$ cat src/rtl/ic_bvsge_bvlshr_eval.sv
// Combinational predicate (x >>u s) >=s t; one evaluation per call, no state.
module ic_bvsge_bvlshr_eval #(
  parameter int W = 4
) (
  input  logic [W-1:0] x,
  input  logic [W-1:0] s,
  input  logic [W-1:0] t,
  output logic         ge
);

  localparam logic [W:0] WIDTH_V = (W + 1)'(W);

  logic [W-1:0] y;

  always_comb begin
    y  = ({1'b0, s} >= WIDTH_V) ? '0 : (x >> s);
    ge = ($signed(y) >= $signed(t));
  end

endmodule

$ cat config.mk
export PLATFORM = sky130hd
export DESIGN_NAME = ic_bvsge_bvlshr_eval
export DESIGN_NICKNAME = d
export VERILOG_FILES = /design/src/rtl/ic_bvsge_bvlshr_eval.sv
export SDC_FILE = /design/constraint.sdc
export NUM_CORES = 1
export LEC_CHECK = 0
export ABC_AREA = 1
export BUFFER_PORTS_ARGS = -buffer_cell sky130_fd_sc_hd__buf_2
export CAP_MARGIN = 15
export CORE_AREA = 10 10 47 49
export DETAILED_ROUTE_END_ITERATION = 8
export DIE_AREA = 0 0 57 59
export PLACE_DENSITY = 0.33
export SLEW_MARGIN = 15
export SYNTH_ARGS = -nofsm -noshare
export SYNTH_HDL_FRONTEND = slang
export SYNTH_SLANG_ARGS = --single-unit
$ cat constraint.sdc
create_clock -name vclk -period 1.8
set_input_delay 0.36 -clock vclk [all_inputs]
set_output_delay 0.36 -clock vclk [all_outputs]
set_load 0.05 [all_outputs]
# Word level (Yosys, flattened, before mapping)

Index checks and enable logic that the tools add are counted.

Register bits after elaboration: 0
Bits in latches: 0
Memory bits (writable): 0
ROM bits: 0
Input bits: 12
Output and inout bits: 1
Word-level logic and storage cells: 4
Memories: 0

Add/sub/neg operators: 0
Multiply operators: 0
Div/mod/pow operators: 0
$lt $le $gt $ge: 2
Eq/ne operators: 0
Shift-type cells: 1
Muxes and demuxes: 1
Bitwise gates (word level): 0
Reductions and logical operators: 0

Operators by type and width:

| cell                                                               | count |
|---|---|
| greater-or-equal comparator 4 x 3 -> 1 bit (second input constant) | 1 |
| greater-or-equal comparator 4 bit                                  | 1 |
| 2-to-1 mux 4 bit                                                   | 1 |
| >> shifter 4 x 4 -> 4 bit                                          | 1 |

# Longest topological paths before layout

Depth in word-level cells: 3
Gate-level depth with buffers: 13
Mapped depth without buffers: 13

# Least setup slack after synthesis

No wires, ideal clock.

Kind: input to output
Start: input s[3]
End: output ge
Arrival: 1968 ps
Required time: 1440 ps
Slack: -528 ps
Stages on the path: 13
Path buffers: 0
Cell sequence: nor2_2 inv_2 nor2_4 nand2_1 o21ai_1 inv_1 ha_1 inv_1 nand2_1 nand2_1 nand2_1 nand2_1 a21oi_1

Cells in the longest elaborated chain, start to end: 3
Elaborated cells between the ends (all ways): 4
Those cells by class: order compare (2); shift (1); mux (1)

Ends and longest elaborated chain:

| what                                                                                    | RTL line | text |
|---|---|---|
| start, declared                                                                         | 6        | `input logic [W-1:0] s,` |
| greater-or-equal comparator 4 x 3 -> 1 bit or >> shifter 4 x 4 -> 4 bit (tied branches) | 16       | `y = ({1'b0, s} >= WIDTH_V) ? '0 : (x >> s);` |
| 2-to-1 mux 4 bit *                                                                      | 16       |  |
| greater-or-equal comparator 4 bit *                                                     | 17       | `ge = ($signed(y) >= $signed(t));` |
| end, declared                                                                           | 8        | `output logic ge` |

Every way passes the cells marked *; elsewhere a longest branch is shown, timed or not.

# Worst setup path in the final report

Start: input s[0]
End: output ge

Same word-level chain as after synthesis.

==> results.cfg <==
[worst_setup_path]
cp-start-kind = input pin
worstSetupEndpointType = output port
crit_arrival_ns = 1.64
crit_chain = buf_2 -> inv_2 -> nand2_1 -> nand2_1 -> nand2_1 -> o21ai_1 -> inv_1 -> ha_1 -> inv_1 -> nand2_1 -> nand2_1 -> nand2_1 -> nand2_2 -> a21oi_4 -> buf_6
path_delay_family = buffers and inverters
cpMaxStageDelayCell = ha_1
slowest_delay_ns = 0.26
critPathMostFrequentCell = nand2_1
cp_num_buf_inv = 5
crit_type = in2out
cp_max_fo = 4
crit_required_ns = 1.44

[place]
portBuffers = 13
placedCellCount = 74
gp_congestion = 0.589
dp_hpwl_um = 548

[cells_and_area]
instances_no_fill = 74
multiInputGateArea_um2 = 186
diodes = 0
seq_cell_count = 0
nNetsFinal = 76
nClkBuffers = 0
drive_above_1_share_pct = 41.4
syn2layout_area_growth_pct = 73.1
fillers = 177
seq_area_um2 = 0

[drt]
viasPerCell = 3.72
drc = 0
dr.pass1.iters = 3
wl_per_cell_um = 7.24
vias = 275
ant_nets = 0
wirelength_um = 536
drt-initial-drc-count = 1

[hold_path]
hold_class = in2out
whs_path_depth = 6
hold_path.startpoint = t[2]
hold_end = ge

[sta]
slew_headroom_pct = 87.3
setup_viol = 1
fin_setup_tns_ns = -0.196
drv_slew = 0
period_share_pct = 111
worst_slew_pin_slew_ns = 0.189
worst_slack_ns = -0.196
whs_ns = 1.33
max_freq_ghz = 0.501
hold_viol_final = 0
period_minus_slack_ns = 2.00
grt_setup_unrepaired = true

[power]
p_per_area_mw_per_mm2 = 212
p_sw_uw = 39.3
p_clk_share_pct = 0
switching_share_pct = 51.3
max-vdd-ir-drop_mv = 0.0534
p_leak_nw = 0.208
p_seq_share_pct = 0
p_int_uw = 37.4
finalPower_uw = 76.7
p_comb_share_pct = 100.0

[floorplan]
core_area_mm2 = 0.00140
die_y_um = 59
placementRows = 14
start_util_pct = 14.9
die_area_mm2 = 0.00336
dieWidth_um = 57
io_pins = 13

[logic_synthesis]
synth_area_um2 = 209
synth_top_cells_by_count = nand2_1, inv_1, ha_1, nor2_1
synth_cell_types = 11
postSynthAreaPerCell_um2 = 5.10
ys_seq_area_share_pct = 0
synth_fp_nets = 57
yosys.area.top_type = nand2_1
netlist.area_leader.share_pct = 26.9
yosysWarnings = 0
syn_inst = 41
yosysMostFrequentCell = nand2_1
synthTopCellsByArea = nand2_1, ha_1, inv_1

[global_route]
grt_pass1_wl_mm = 1.02
grt_max_degree = 5
grt_usage_pct = 3.27
grt_pass1_vias = 285
grt_overflow_total = 0
antenna_found_initial = 0

[status]
run_status = complete, but fails checks
violations = setup timing

[clock_network]
cts_setup_buffers = 0
cts_hold_buf = 0

[run]
maxCapViolCount = 0
==> placed cells by master (no fill, tap or decap) <==
cell,netlist,layout
nor2_4,1,2
o21ai_1,1,1
buf_6,0,3
nand2_2,0,1
inv_1,9,9
a21oi_4,0,1
nand2_1,15,14
a21oi_2,1,1
buf_4,0,4
nor2_1,4,4
a21oi_1,2,1
inv_2,2,2
o21ai_0,1,1
ha_1,4,4
buf_2,0,10
==> repair_timing <==
action                     4_1_cts  5_1_grt
pin swaps                        4        1
resized for setup                3        2
setup endpoints to repair        1        1
==> power groups by stage <==
stage                     sequential, mW  clock (mW)  combinational (mW)
after global routing                   0           0              0.0866
after CTS                              0           0              0.0774
after global placement                 0           0              0.0721
final                                  0           0              0.0767
after floorplan                        0           0              0.0418
after detailed placement               0           0              0.0719
==> worst max path at each step <==
stage / startpoint / to / depth (start not counted)
after detailed placement: s[3] / ge / 15
after global placement: s[3] / ge / 15
after CTS: s[0] / ge / 15
after floorplan: s[3] / ge / 13
after global routing: s[2] / ge / 15
final: s[0] / ge / 15
==> cell families after synthesis <==
kind of cell | count (synthesis) | share of synthesized area (%)
adders and majority gates | 4 | 24.0
AOI/OAI and AO/OA | 5 | 13.8
buffers and inverters | 11 | 19.8
and+or+nand+nor | 21 | 42.5
==> cell type report <==
| class | instances | share of cell area (%) |
|---|---|---|
| multi-input cells | 30 | 51.6 |
| well taps | 16 | 5.54 |
| repair buffers | 17 | 31.5 |
| inverters | 11 | 11.4 |
==> metal layers <==
layer | wire (µm) | vias up | GRT usage [%] | share of wire (%)
met1 | 256 | 111 | 4.36 | 48
met2 | 260 | 9 | 5.89 | 49
met3 | 20 | 0 | 0.215 | 3.7
met4 | 0 | 0 | 0 | 0
li1 | - | 155 | - | -
met5 | 0 | - | 0 | 0
==> through the flow <==
step / area (µm²) / util, % / worst slack (ns)
finish: 362 / 25.8 / -0.196
detailed placement: 343 / 24.5 / -0.347
global placement: 343 / 24.5 / -0.358
CTS: 355 / 25.4 / -0.228
floorplan: 228 / - / -0.112
global route: 362 / 25.8 / -0.341
(Power assumes the default switching activity.)
